## src/rtl/rr_trace_buf_sched_if.sv

```systemverilog
`default_nettype none
//----------------------------------------------------------------------------
// rr_trace_buf_sched_if : CSR and writeback-engine signal bundle for
// rr_trace_buf_sched. Stats ports exist only with RR_BUF_SCHED_STATS_EN.
// Rev 1.0
//----------------------------------------------------------------------------
interface rr_trace_buf_sched_if #(
   parameter int DESC_DEPTH = 4,
   parameter int ADDR_WIDTH = 64,
   parameter int SIZE_WIDTH = 32
);
   localparam int c_CNT_W = $clog2(DESC_DEPTH + 1);

   logic                  csr_enable;
   logic                  csr_desc_valid;
   logic [ADDR_WIDTH-1:0] csr_desc_addr;
   logic [SIZE_WIDTH-1:0] csr_desc_size;
   logic                  csr_finish_req;
   logic                  wb_buf_done;
   logic                  wb_idle;
   logic [ADDR_WIDTH-1:0] wb_buf_addr;
   logic [SIZE_WIDTH-1:0] wb_buf_size;
   logic                  wb_buf_update;
   logic                  wb_finish;
   logic [c_CNT_W-1:0]    desc_count;
   logic                  desc_overflow;
   logic                  irq_buf;
   logic                  irq_done;
   logic [2:0]            state_o;
`ifdef RR_BUF_SCHED_STATS_EN
   logic [31:0]           stat_bufs_retired;
   logic [31:0]           stat_starve_cycles;
   logic [15:0]           stat_drain_cycles;
`endif

   modport slave (
`ifdef RR_BUF_SCHED_STATS_EN
      output stat_bufs_retired, stat_starve_cycles, stat_drain_cycles,
`endif
      input  csr_enable, csr_desc_valid, csr_desc_addr, csr_desc_size,
      input  csr_finish_req, wb_buf_done, wb_idle,
      output wb_buf_addr, wb_buf_size, wb_buf_update, wb_finish,
      output desc_count, desc_overflow, irq_buf, irq_done, state_o
   );

   modport master (
`ifdef RR_BUF_SCHED_STATS_EN
      input  stat_bufs_retired, stat_starve_cycles, stat_drain_cycles,
`endif
      output csr_enable, csr_desc_valid, csr_desc_addr, csr_desc_size,
      output csr_finish_req, wb_buf_done, wb_idle,
      input  wb_buf_addr, wb_buf_size, wb_buf_update, wb_finish,
      input  desc_count, desc_overflow, irq_buf, irq_done, state_o
   );
endinterface

`default_nettype wire

```

## src/rtl/rr_trace_buf_sched.sv

```systemverilog
`default_nettype none
//----------------------------------------------------------------------------
// rr_trace_buf_sched : trace buffer descriptor queue and writeback sequencer
// with finish/drain handshake. Optional counters: RR_BUF_SCHED_STATS_EN.
// Rev 1.0
//----------------------------------------------------------------------------
module rr_trace_buf_sched #(
   parameter int DESC_DEPTH = 4,
   parameter int ADDR_WIDTH = 64,
   parameter int SIZE_WIDTH = 32
) (
   input  logic                clk,
   input  logic                rstn,
   rr_trace_buf_sched_if.slave bus
);
   localparam int c_PTR_W = $clog2(DESC_DEPTH);
   localparam int c_CNT_W = $clog2(DESC_DEPTH + 1);
   localparam logic [c_CNT_W-1:0] c_FULL = c_CNT_W'(DESC_DEPTH);

   localparam logic [2:0] c_IDLE    = 3'd0;
   localparam logic [2:0] c_LOAD    = 3'd1;
   localparam logic [2:0] c_ACTIVE  = 3'd2;
   localparam logic [2:0] c_STARVED = 3'd3;
   localparam logic [2:0] c_DRAIN   = 3'd4;
   localparam logic [2:0] c_DONE    = 3'd5;

   logic [ADDR_WIDTH-1:0] r_mem_addr [DESC_DEPTH];
   logic [SIZE_WIDTH-1:0] r_mem_size [DESC_DEPTH];
   logic [c_PTR_W-1:0]    r_wr_ptr;
   logic [c_PTR_W-1:0]    r_rd_ptr;
   logic [c_CNT_W-1:0]    r_count;
   logic [2:0]            r_state;
   logic [2:0]            w_next;
   logic                  r_en_q;
   logic                  r_overflow;
   logic                  r_irq_buf;
   logic                  r_update;
   logic                  r_idle_seen;
   logic [ADDR_WIDTH-1:0] r_buf_addr;
   logic [SIZE_WIDTH-1:0] r_buf_size;

   logic w_size_ok;
   logic w_abort;
   logic w_flush;
   logic w_pop;
   logic w_room;
   logic w_push;
   logic w_ovf;
   logic w_avail;
   logic w_done_in;

   assign w_size_ok = (bus.csr_desc_size != '0) && (bus.csr_desc_size[5:0] == 6'd0);
   assign w_abort   = !bus.csr_enable && (r_state != c_IDLE) && (r_state != c_DONE);
   assign w_flush   = w_abort || ((r_state == c_DONE) && !bus.csr_enable);
   assign w_pop     = (r_state == c_LOAD) && !w_abort && (r_count != '0);
   // A pop in the same cycle frees the slot a full-queue push needs.
   assign w_room    = (r_count != c_FULL) || w_pop;
   assign w_push    = bus.csr_desc_valid && w_size_ok && w_room && !w_flush;
   assign w_ovf     = bus.csr_desc_valid && (!w_size_ok || !w_room);
   assign w_avail   = (r_count != '0) || w_push;
   assign w_done_in = bus.wb_buf_done && !w_abort &&
                      ((r_state == c_ACTIVE) || (r_state == c_DRAIN));

   always_comb begin
      w_next = r_state;
      case (r_state)
         c_IDLE:    if (bus.csr_enable) w_next = w_avail ? c_LOAD : c_STARVED;
         c_LOAD:    w_next = c_ACTIVE;
         c_ACTIVE: begin
            if (bus.csr_finish_req)   w_next = c_DRAIN;
            else if (bus.wb_buf_done) w_next = w_avail ? c_LOAD : c_STARVED;
         end
         c_STARVED: begin
            if (bus.csr_finish_req)   w_next = c_DRAIN;
            else if (w_avail)         w_next = c_LOAD;
         end
         c_DRAIN:   if (bus.wb_idle && r_idle_seen) w_next = c_DONE;
         c_DONE:    if (!bus.csr_enable) w_next = c_IDLE;
         default:   w_next = c_IDLE;
      endcase
      if (w_abort) w_next = c_IDLE;
   end

   always_ff @(posedge clk) begin
      if (w_push) begin
         r_mem_addr[r_wr_ptr] <= bus.csr_desc_addr;
         r_mem_size[r_wr_ptr] <= bus.csr_desc_size;
      end
   end

   always_ff @(posedge clk or negedge rstn) begin
      if (!rstn) begin
         r_state     <= c_IDLE;
         r_wr_ptr    <= '0;
         r_rd_ptr    <= '0;
         r_count     <= '0;
         r_en_q      <= 1'b0;
         r_overflow  <= 1'b0;
         r_irq_buf   <= 1'b0;
         r_update    <= 1'b0;
         r_idle_seen <= 1'b0;
         r_buf_addr  <= '0;
         r_buf_size  <= '0;
      end else begin
         r_state     <= w_next;
         r_en_q      <= bus.csr_enable;
         r_irq_buf   <= w_done_in;
         r_update    <= w_pop;
         r_idle_seen <= (r_state == c_DRAIN) && bus.wb_idle && !w_abort;
         if (w_pop) begin
            r_buf_addr <= r_mem_addr[r_rd_ptr];
            r_buf_size <= r_mem_size[r_rd_ptr];
         end
         if (w_flush) begin
            r_wr_ptr <= '0;
            r_rd_ptr <= '0;
            r_count  <= '0;
         end else begin
            if (w_push) r_wr_ptr <= r_wr_ptr + c_PTR_W'(1);
            if (w_pop)  r_rd_ptr <= r_rd_ptr + c_PTR_W'(1);
            r_count <= r_count + c_CNT_W'(w_push) - c_CNT_W'(w_pop);
         end
         if (w_ovf)                           r_overflow <= 1'b1;
         else if (r_en_q && !bus.csr_enable)  r_overflow <= 1'b0;
      end
   end

   assign bus.wb_buf_addr   = r_buf_addr;
   assign bus.wb_buf_size   = r_buf_size;
   assign bus.wb_buf_update = r_update;
   assign bus.wb_finish     = (r_state == c_DRAIN);
   assign bus.desc_count    = r_count;
   assign bus.desc_overflow = r_overflow;
   assign bus.irq_buf       = r_irq_buf;
   assign bus.irq_done      = (r_state == c_DONE);
   assign bus.state_o       = r_state;

`ifdef RR_BUF_SCHED_STATS_EN
   logic [31:0] r_stat_bufs;
   logic [31:0] r_stat_starve;
   logic [15:0] r_stat_drain;
   logic        w_en_rise;

   assign w_en_rise = bus.csr_enable && !r_en_q;

   always_ff @(posedge clk or negedge rstn) begin
      if (!rstn) begin
         r_stat_bufs   <= '0;
         r_stat_starve <= '0;
         r_stat_drain  <= '0;
      end else if (w_en_rise) begin
         r_stat_bufs   <= '0;
         r_stat_starve <= '0;
         r_stat_drain  <= '0;
      end else begin
         if (w_done_in)              r_stat_bufs   <= r_stat_bufs + 32'd1;
         if (r_state == c_STARVED)   r_stat_starve <= r_stat_starve + 32'd1;
         if ((r_state == c_DRAIN) && (r_stat_drain != 16'hFFFF))
            r_stat_drain <= r_stat_drain + 16'd1;
      end
   end

   assign bus.stat_bufs_retired  = r_stat_bufs;
   assign bus.stat_starve_cycles = r_stat_starve;
   assign bus.stat_drain_cycles  = r_stat_drain;
`endif
endmodule

`default_nettype wire
```

## src/flat_wrapper.sv

```systemverilog
// flat-port wrapper written by rule: the top's interface ports become plain ports
module rr_trace_buf_sched_flat 
#(
   parameter int DESC_DEPTH = 4,
   parameter int ADDR_WIDTH = 64,
   parameter int SIZE_WIDTH = 32
)
  (clk, rstn, bus_csr_enable, bus_csr_desc_valid, bus_csr_desc_addr, bus_csr_desc_size, bus_csr_finish_req, bus_wb_buf_done, bus_wb_idle, bus_wb_buf_addr, bus_wb_buf_size, bus_wb_buf_update, bus_wb_finish, bus_desc_count, bus_desc_overflow, bus_irq_buf, bus_irq_done, bus_state_o);
  rr_trace_buf_sched_if #(.DESC_DEPTH(DESC_DEPTH), .ADDR_WIDTH(ADDR_WIDTH), .SIZE_WIDTH(SIZE_WIDTH)) bus_i ();
  input  logic clk;
  input  logic rstn;
  input wire logic [$bits(bus_i.csr_enable)-1:0] bus_csr_enable;
  input wire logic [$bits(bus_i.csr_desc_valid)-1:0] bus_csr_desc_valid;
  input wire logic [$bits(bus_i.csr_desc_addr)-1:0] bus_csr_desc_addr;
  input wire logic [$bits(bus_i.csr_desc_size)-1:0] bus_csr_desc_size;
  input wire logic [$bits(bus_i.csr_finish_req)-1:0] bus_csr_finish_req;
  input wire logic [$bits(bus_i.wb_buf_done)-1:0] bus_wb_buf_done;
  input wire logic [$bits(bus_i.wb_idle)-1:0] bus_wb_idle;
  output wire logic [$bits(bus_i.wb_buf_addr)-1:0] bus_wb_buf_addr;
  output wire logic [$bits(bus_i.wb_buf_size)-1:0] bus_wb_buf_size;
  output wire logic [$bits(bus_i.wb_buf_update)-1:0] bus_wb_buf_update;
  output wire logic [$bits(bus_i.wb_finish)-1:0] bus_wb_finish;
  output wire logic [$bits(bus_i.desc_count)-1:0] bus_desc_count;
  output wire logic [$bits(bus_i.desc_overflow)-1:0] bus_desc_overflow;
  output wire logic [$bits(bus_i.irq_buf)-1:0] bus_irq_buf;
  output wire logic [$bits(bus_i.irq_done)-1:0] bus_irq_done;
  output wire logic [$bits(bus_i.state_o)-1:0] bus_state_o;
  assign bus_i.csr_enable = bus_csr_enable;
  assign bus_i.csr_desc_valid = bus_csr_desc_valid;
  assign bus_i.csr_desc_addr = bus_csr_desc_addr;
  assign bus_i.csr_desc_size = bus_csr_desc_size;
  assign bus_i.csr_finish_req = bus_csr_finish_req;
  assign bus_i.wb_buf_done = bus_wb_buf_done;
  assign bus_i.wb_idle = bus_wb_idle;
  assign bus_wb_buf_addr = bus_i.wb_buf_addr;
  assign bus_wb_buf_size = bus_i.wb_buf_size;
  assign bus_wb_buf_update = bus_i.wb_buf_update;
  assign bus_wb_finish = bus_i.wb_finish;
  assign bus_desc_count = bus_i.desc_count;
  assign bus_desc_overflow = bus_i.desc_overflow;
  assign bus_irq_buf = bus_i.irq_buf;
  assign bus_irq_done = bus_i.irq_done;
  assign bus_state_o = bus_i.state_o;
  rr_trace_buf_sched #(.DESC_DEPTH(DESC_DEPTH), .ADDR_WIDTH(ADDR_WIDTH), .SIZE_WIDTH(SIZE_WIDTH)) u_core (.clk(clk), .rstn(rstn), .bus(bus_i));
endmodule
```

## config.mk

```make
export PLATFORM = sky130hd
export DESIGN_NAME = rr_trace_buf_sched_flat
export DESIGN_NICKNAME = d
export VERILOG_FILES = /design/src/rtl/rr_trace_buf_sched_if.sv /design/src/rtl/rr_trace_buf_sched.sv /design/src/flat_wrapper.sv
export SDC_FILE = /design/constraint.sdc
export NUM_CORES = 1
export LEC_CHECK = 0
export CAP_MARGIN = 10
export CORE_UTILIZATION = 45
export CTS_BUF_LIST = sky130_fd_sc_hd__clkbuf_16
export DETAILED_ROUTE_END_ITERATION = 7
export PLACE_DENSITY_LB_ADDON = 0.2
export SYNTH_ARGS = -nofsm -noshare
export SYNTH_HDL_FRONTEND = slang
export SYNTH_SLANG_ARGS = --single-unit
```

## constraint.sdc

```tcl
create_clock -name clk -period 4.87 [get_ports clk]
set_clock_uncertainty 0.15 [all_clocks]
set_input_delay 0.974 -clock clk [delete_from_list [all_inputs] [get_ports clk]]
set_output_delay 0.974 -clock clk [all_outputs]
set_load 0.01 [all_outputs]
```

Word-level counts from Yosys, hierarchy flattened
Memory sizes are Yosys's and may differ from the RTL's. A register that Yosys moved wholly into a read port is not among the register bits.
Cells that the tools add are included.
{ "word_totals": {"output_inout_bits": 107, "regBits": 15, "in_bits": 103, "mem_count": 2, "word_cells": 83, "mem_bits_rw": 384} }
{ "memory_table": {"columns": ["memory", "words", "word_bits", "rd", "rd_ports_with_merged_regs", "wr", "line_no", "source"], "rows": [
  ["u_core.r_mem_addr", 4, 64, 1, 1, 1, "rr_trace_buf_sched.sv:27", "logic [ADDR_WIDTH-1:0] r_mem_addr [DESC_DEPTH];"],
  ["u_core.r_mem_size", 4, 32, 1, 1, 1, "rr_trace_buf_sched.sv:28", "logic [SIZE_WIDTH-1:0] r_mem_size [DESC_DEPTH];"]
]} }
{ "op_classes": {"reduce_logical": 37, "muxes": 19, "n_addsub": 4, "n_eq_ne": 12} }
{ "op_table": {"columns": ["cell", "n"], "rows": [
  ["$reduce_bool A32 Y1", 1],
  ["$mux W3", 9],
  ["$pmux W3 S6", 1],
  ["$logic_and A1 B1 Y1", 16],
  ["$mux W2", 5],
  ["$logic_not A1 Y1", 7],
  ["$eq A3 B2 Y1 const B", 2],
  ["$eq A3 B3 Y1 const B", 2],
  ["$logic_not A6 Y1", 1],
  ["$ne A3 B2 Y1 const B", 2],
  ["$ne A3 B3 Y1 const B", 2],
  ["$reduce_bool A2 Y1", 3],
  ["$reduce_bool A3 Y1", 2],
  ["$logic_or A1 B1 Y1", 5],
  ["$reduce_and A5 Y1", 1],
  ["$add A2 B1 Y2 const B", 2],
  ["$mux W1", 4],
  ["$ne A4 B2 Y1 const B", 1],
  ["$ne A4 B3 Y1 const B", 1],
  ["$add A3 B1 Y3", 1],
  ["$eq A3 B1 Y1 const B", 1],
  ["$logic_not A3 Y1", 1],
  ["$ne A3 B1 Y1 const B", 1],
  ["$sub A3 B1 Y3", 1]
]} }

Logic depth before layout (Yosys ltp)
{ "logic_depth": {"word_depth": 15, "ltp_mapped": 14, "ltp_nobuf": 12} }

Worst setup path after synthesis
Ideal clock, no wire load.
{ "synth_timing": {"kind": "input to register", "start": "input port bus_csr_desc_size[1]", "end": "memory u_core.r_mem_addr[2][0], enable pin", "n_path_buf": 0, "setup_slack_ns": -0.037, "setup_time_ns": 0.466, "t_required_ns": 4.254, "path_stages": 5, "arrival_ns": 4.291, "path_cell_list": "or4_4 a311oi_2 o211ai_2 inv_1 and2_1"} }
{ "synth_between": {"elab_chain_len": 7, "elab_cells_between_ends": 8, "classes_between": "mux (2); reduce/logical (6)"} }
{ "synth_rtl": {"columns": ["item", "line_no", "source"], "rows": [
  ["start: declaration", "flat_wrapper.sv:15", "input wire logic [$bits(bus_i.csr_desc_size)-1:0] bus_csr_desc_size;"],
  ["$reduce_bool A32 Y1 / $logic_not A6 Y1 (equally long branches)", "rr_trace_buf_sched.sv:52", "assign w_size_ok = (bus.csr_desc_size != '0) && (bus.csr_desc_size[5:0] == 6'd0);"],
  ["$logic_and A1 B1 Y1 *", "rr_trace_buf_sched.sv:52", null],
  ["$logic_and A1 B1 Y1 * (3 in a row)", "rr_trace_buf_sched.sv:58", "assign w_push = bus.csr_desc_valid && w_size_ok && w_room && !w_flush;"],
  ["$mux W1 *", "rr_trace_buf_sched.sv:85", "if (w_push) begin"],
  ["$mux W1 (implied by the code) *", "rr_trace_buf_sched.sv:86", "r_mem_addr[r_wr_ptr] <= bus.csr_desc_addr;"],
  ["end: declaration", "rr_trace_buf_sched.sv:27", null]
]} }
Every way passes the cells marked *; elsewhere a longest branch is shown, timed or not.

Worst setup path in the final report
{ "layout_timing": {"start": "input port bus_csr_desc_size[1]", "end": "memory u_core.r_mem_size[1][21], enable pin"} }
{ "layout_between": {"elab_chain_len": 7, "elab_cells_between_ends": 8, "classes_between": "mux (2); reduce/logical (6)"} }
{ "layout_rtl": {"columns": ["item", "line_no", "source"], "rows": [
  ["$reduce_bool A32 Y1 / $logic_not A6 Y1 (equally long branches)", "rr_trace_buf_sched.sv:52", null],
  ["$logic_and A1 B1 Y1 *", "rr_trace_buf_sched.sv:52", null],
  ["$logic_and A1 B1 Y1 * (3 in a row)", "rr_trace_buf_sched.sv:58", null],
  ["$mux W1 *", "rr_trace_buf_sched.sv:85", null],
  ["$mux W1 (implied by the code) *", "rr_trace_buf_sched.sv:87", "r_mem_size[r_wr_ptr] <= bus.csr_desc_size;"],
  ["end: declaration", "rr_trace_buf_sched.sv:28", null]
]} }
Marked as above.

==> metrics.yaml <==
place:
  gp_congestion: 0.738
  placed_cells: 1535
  hpwl_um: 23000
  pre_cts_ws_ns: 0.659
  placed_area_sq_mm: 0.0212
  port_buffers: 209
yosys:
  yosysSeqAreaShare_pct: 77.8
  synth-simple-area-share_pct: 1.58
  synthArstFlopShare_pct: 22.4
  synthXorXnorAreaFrac_pct: 0.190
  synth-adder-area-share_pct: 0.517
  synth.distinct_cells: 45
  ys_ff_latch: 495
  synth_top_family_by_area: "multiplexers"
  syn_avg_cell_area_sq_um: 22.5
  syn_inst: 817
  synth-edff-count: 384
  synthTopCellsByArea: "edfxtp_1, dfrtp_1, mux4_2"
  synth_nets: 927
  synth.area.mux_share_pct: 17.8
  synth_largest_area_cell: "edfxtp_1"
  ys_warn_count: 0
  yosys_most_used_dff: "edfxtp_1"
  synth_compound_area_share_pct: 0.837
  synth_top_area_share_pct: 62.7
  netlist_area_sq_mm: 0.0184
critical_path:
  worstPathArrival_ns: 3.67
  worst-path-max-fanout: 26
  start_kind: "input pin"
  worstReg2RegEnd: "u_core.bus.desc_count[2]$_DFF_PN0_"
  crit_type: "in2reg"
  r2r-start: "u_core.bus.state_o[0]$_DFFE_PN0P_"
  end_kind: "register"
  r2r_cells: 12
  reg2reg_slack_ns: 1.68
  cp_data_required_time_ns: 4.96
clock_network:
  insertion_delay_ns: 0.57
  cts_resized: 0
  h-tree-depth: 2
  cts_tree: "done"
  cts_setup_buffers: 0
  clk_pin_slew_ns: 0.06
  clockBufferDepth: 3
  cts_buffers: 49
  postCtsHoldBufs: 0
  clock_sink_count: 495
  root_buffer: "clkbuf_16"
timing:
  slew_viol_final: 0
  min_period_ns: 3.58
  tns_ns: 0
  hold_viol_final: 0
  slew_headroom_pct: 35.5
  rsz0062_at_grt: "false"
  finalCritPeriodShare_pct: 73.4
  setup_viol: 0
  worst_hold_slack_ns: 0.216
  worst_slack_ns: 1.29
  clock.fmax_mhz: 280
  max_slew.worst_pin.slew_ns: 0.967
layout:
  multi_input_area_sq_mm: 0.00388
  final_util_pct: 56.9
  fin_area_sq_mm: 0.0228
  fillCellCount: 3036
  final_cells: 1630
  ff_latch_area_sq_mm: 0.0143
  finalNetCount: 1171
  area_growth_pct: 23.7
  drive_gt1_share_pct: 24.5
grt:
  grt_max_degree: 59
  grt_pass1_wl_um: 56000
  grt_pass1_vias: 8875
  grt_usage_pct: 18.2
  antenna_found_initial: 5
  grt_overflow_total: 0
floorplan:
  pin_count: 210
  core_area_sq_mm: 0.0400
  dieArea_sq_mm: 0.0417
  die_x_um: 204
  die_h_um: 204
  rows: 73
  initial_core_util_pct: 46.0
drt:
  remaining_drc_errors: 0
  wl_um: 36700
  via_count: 8536
  drtIter0Drc: 522
  via_per_inst: 5.24
  ant_nets: 0
  wire_per_inst_um: 22.5
  firstDrtPassIters: 5
power_and_ir_drop:
  sw_frac_of_total_pct: 24.9
  cellPowerDensity_mw_per_mm2: 498
  p_seq_share_pct: 47.4
  ir_drop_v: 0.000234
  combPwrFrac_pct: 21.8
  p_int_mw: 8.50
  clkPwrFrac_pct: 30.8
  p_switching_mw: 2.82
  p_leak_nw: 7.77
  power_mw: 11.3
worst_hold_path:
  min_path_type: "in2async"
status:
  status: "complete, no violations"
run:
  cap_violations: 0
[layout by cell type, fill, tap and decap left out, types with 13 or more instances in the layout]
| cell type | synthesis | final |
|---|---|---|
| buf_4 | 3 | 13 |
| clkbuf_16 | 0 | 51 |
| clkdlybuf4s50_1 | 0 | 208 |
| clkinv_1 | 0 | 14 |
| dfrtp_1 | 111 | 109 |
| edfxtp_1 | 384 | 384 |
| inv_1 | 10 | 25 |
| mux2_1 | 24 | 24 |
| mux2_2 | 72 | 72 |
| mux4_2 | 96 | 96 |
[flip-flops by register name, summed over array words and instances, names as in the netlist]
name / count
u_core.bus.wb_buf_size: 32
u_core.bus.wb_buf_update: 1
u_core.bus.desc_count: 3
u_core.bus.irq_buf: 1
u_core.r_idle_seen: 1
u_core.bus.state_o: 3
u_core.r_mem_size: 128
u_core.bus.wb_buf_addr: 64
u_core.r_en_q: 1
u_core.r_rd_ptr: 2
u_core.r_wr_ptr: 2
u_core.r_mem_addr: 256
u_core.bus.desc_overflow: 1
[worst max-delay path by stage]
stage                                    start                            endpoint  slack, ns  cells past startpoint
after floorplan           bus_csr_desc_size[1]   u_core.r_mem_addr[0][0]$_DFFE_PP_       1.02                      5
after global placement    bus_csr_desc_size[1]  u_core.r_mem_size[1][21]$_DFFE_PP_       0.72                      7
after detailed placement  bus_csr_desc_size[1]  u_core.r_mem_addr[1][62]$_DFFE_PP_       0.66                      7
after CTS                 bus_csr_desc_size[1]  u_core.r_mem_addr[1][32]$_DFFE_PP_       1.24                      7
after global routing      bus_csr_desc_size[0]  u_core.r_mem_size[1][23]$_DFFE_PP_       1.13                      7
final                     bus_csr_desc_size[1]  u_core.r_mem_size[1][21]$_DFFE_PP_       1.29                      7
[cells in the mapped netlist (2+ instances only)]
cell      count
edfxtp_1    384
dfrtp_1     111
mux4_2       96
mux2_2       72
mux2_1       24
buf_2        21
clkbuf_1     11
inv_1        10
nand2_1      10
nor2_1       10
and2_1        7
ha_1          6
nor4_1        6
mux2i_1       4
o21ai_0       4
a21oi_1       3
buf_4         3
nor2b_1       3
buf_6         2
nor3_1        2
or2_2         2
xnor2_1       2
xor2_1        2
[cells by family (layout without fill, tap and decap cells)]
| family | Yosys count | in the layout |
|---|---|---|
| AO/OA/AOI/OAI | 18 | 18 |
| XOR/XNOR | 4 | 4 |
| adder cells (fa/ha/maj) | 7 | 7 |
| buffers and inverters | 47 | 332 |
| flip-flops | 495 | 495 |
| multiplexers | 196 | 196 |
| other | 0 | 3 |
| AND/OR/NAND/NOR | 50 | 50 |
[critical path: stages]
cell and delay, ns:
clkdlybuf4s50_1 0.49, or4_4 0.58, a311oi_2 0.37, o211ai_2 0.18, inv_1 0.18, and2_4 0.50
buf_4 0.37
[per-layer routing]
layer	wire length (um)	global-route usage, %	up-vias
met5	23	0	-
met4	609	5.41	4
met3	1890	3.64	50
met2	17000	27.0	207
met1	17200	27.3	4459
li1	-	-	3816
[layout make-up]
cell class              instances  share of cell area (%)
multi-input cells             275                    17.1
diodes                          3                  0.0330
inverters                      10                   0.165
clock buffers                  51                    5.61
flip-flops and latches        495                    62.9
clock inverters                41                   0.979
well taps                     525                    2.89
repair buffers                230                    10.3
[power by group through the flow]
stage	registers, mW	logic, mW	clock network (mW)
6_report	5.36	2.47	3.49
3_3_place_gp	5.46	2.48	0
3_5_place_dp	5.46	2.51	0
5_1_grt	5.44	2.64	3.73
2_1_floorplan	5.49	1.15	0
4_1_cts	5.38	2.52	3.58
Power figures use the tool's default switching activity.
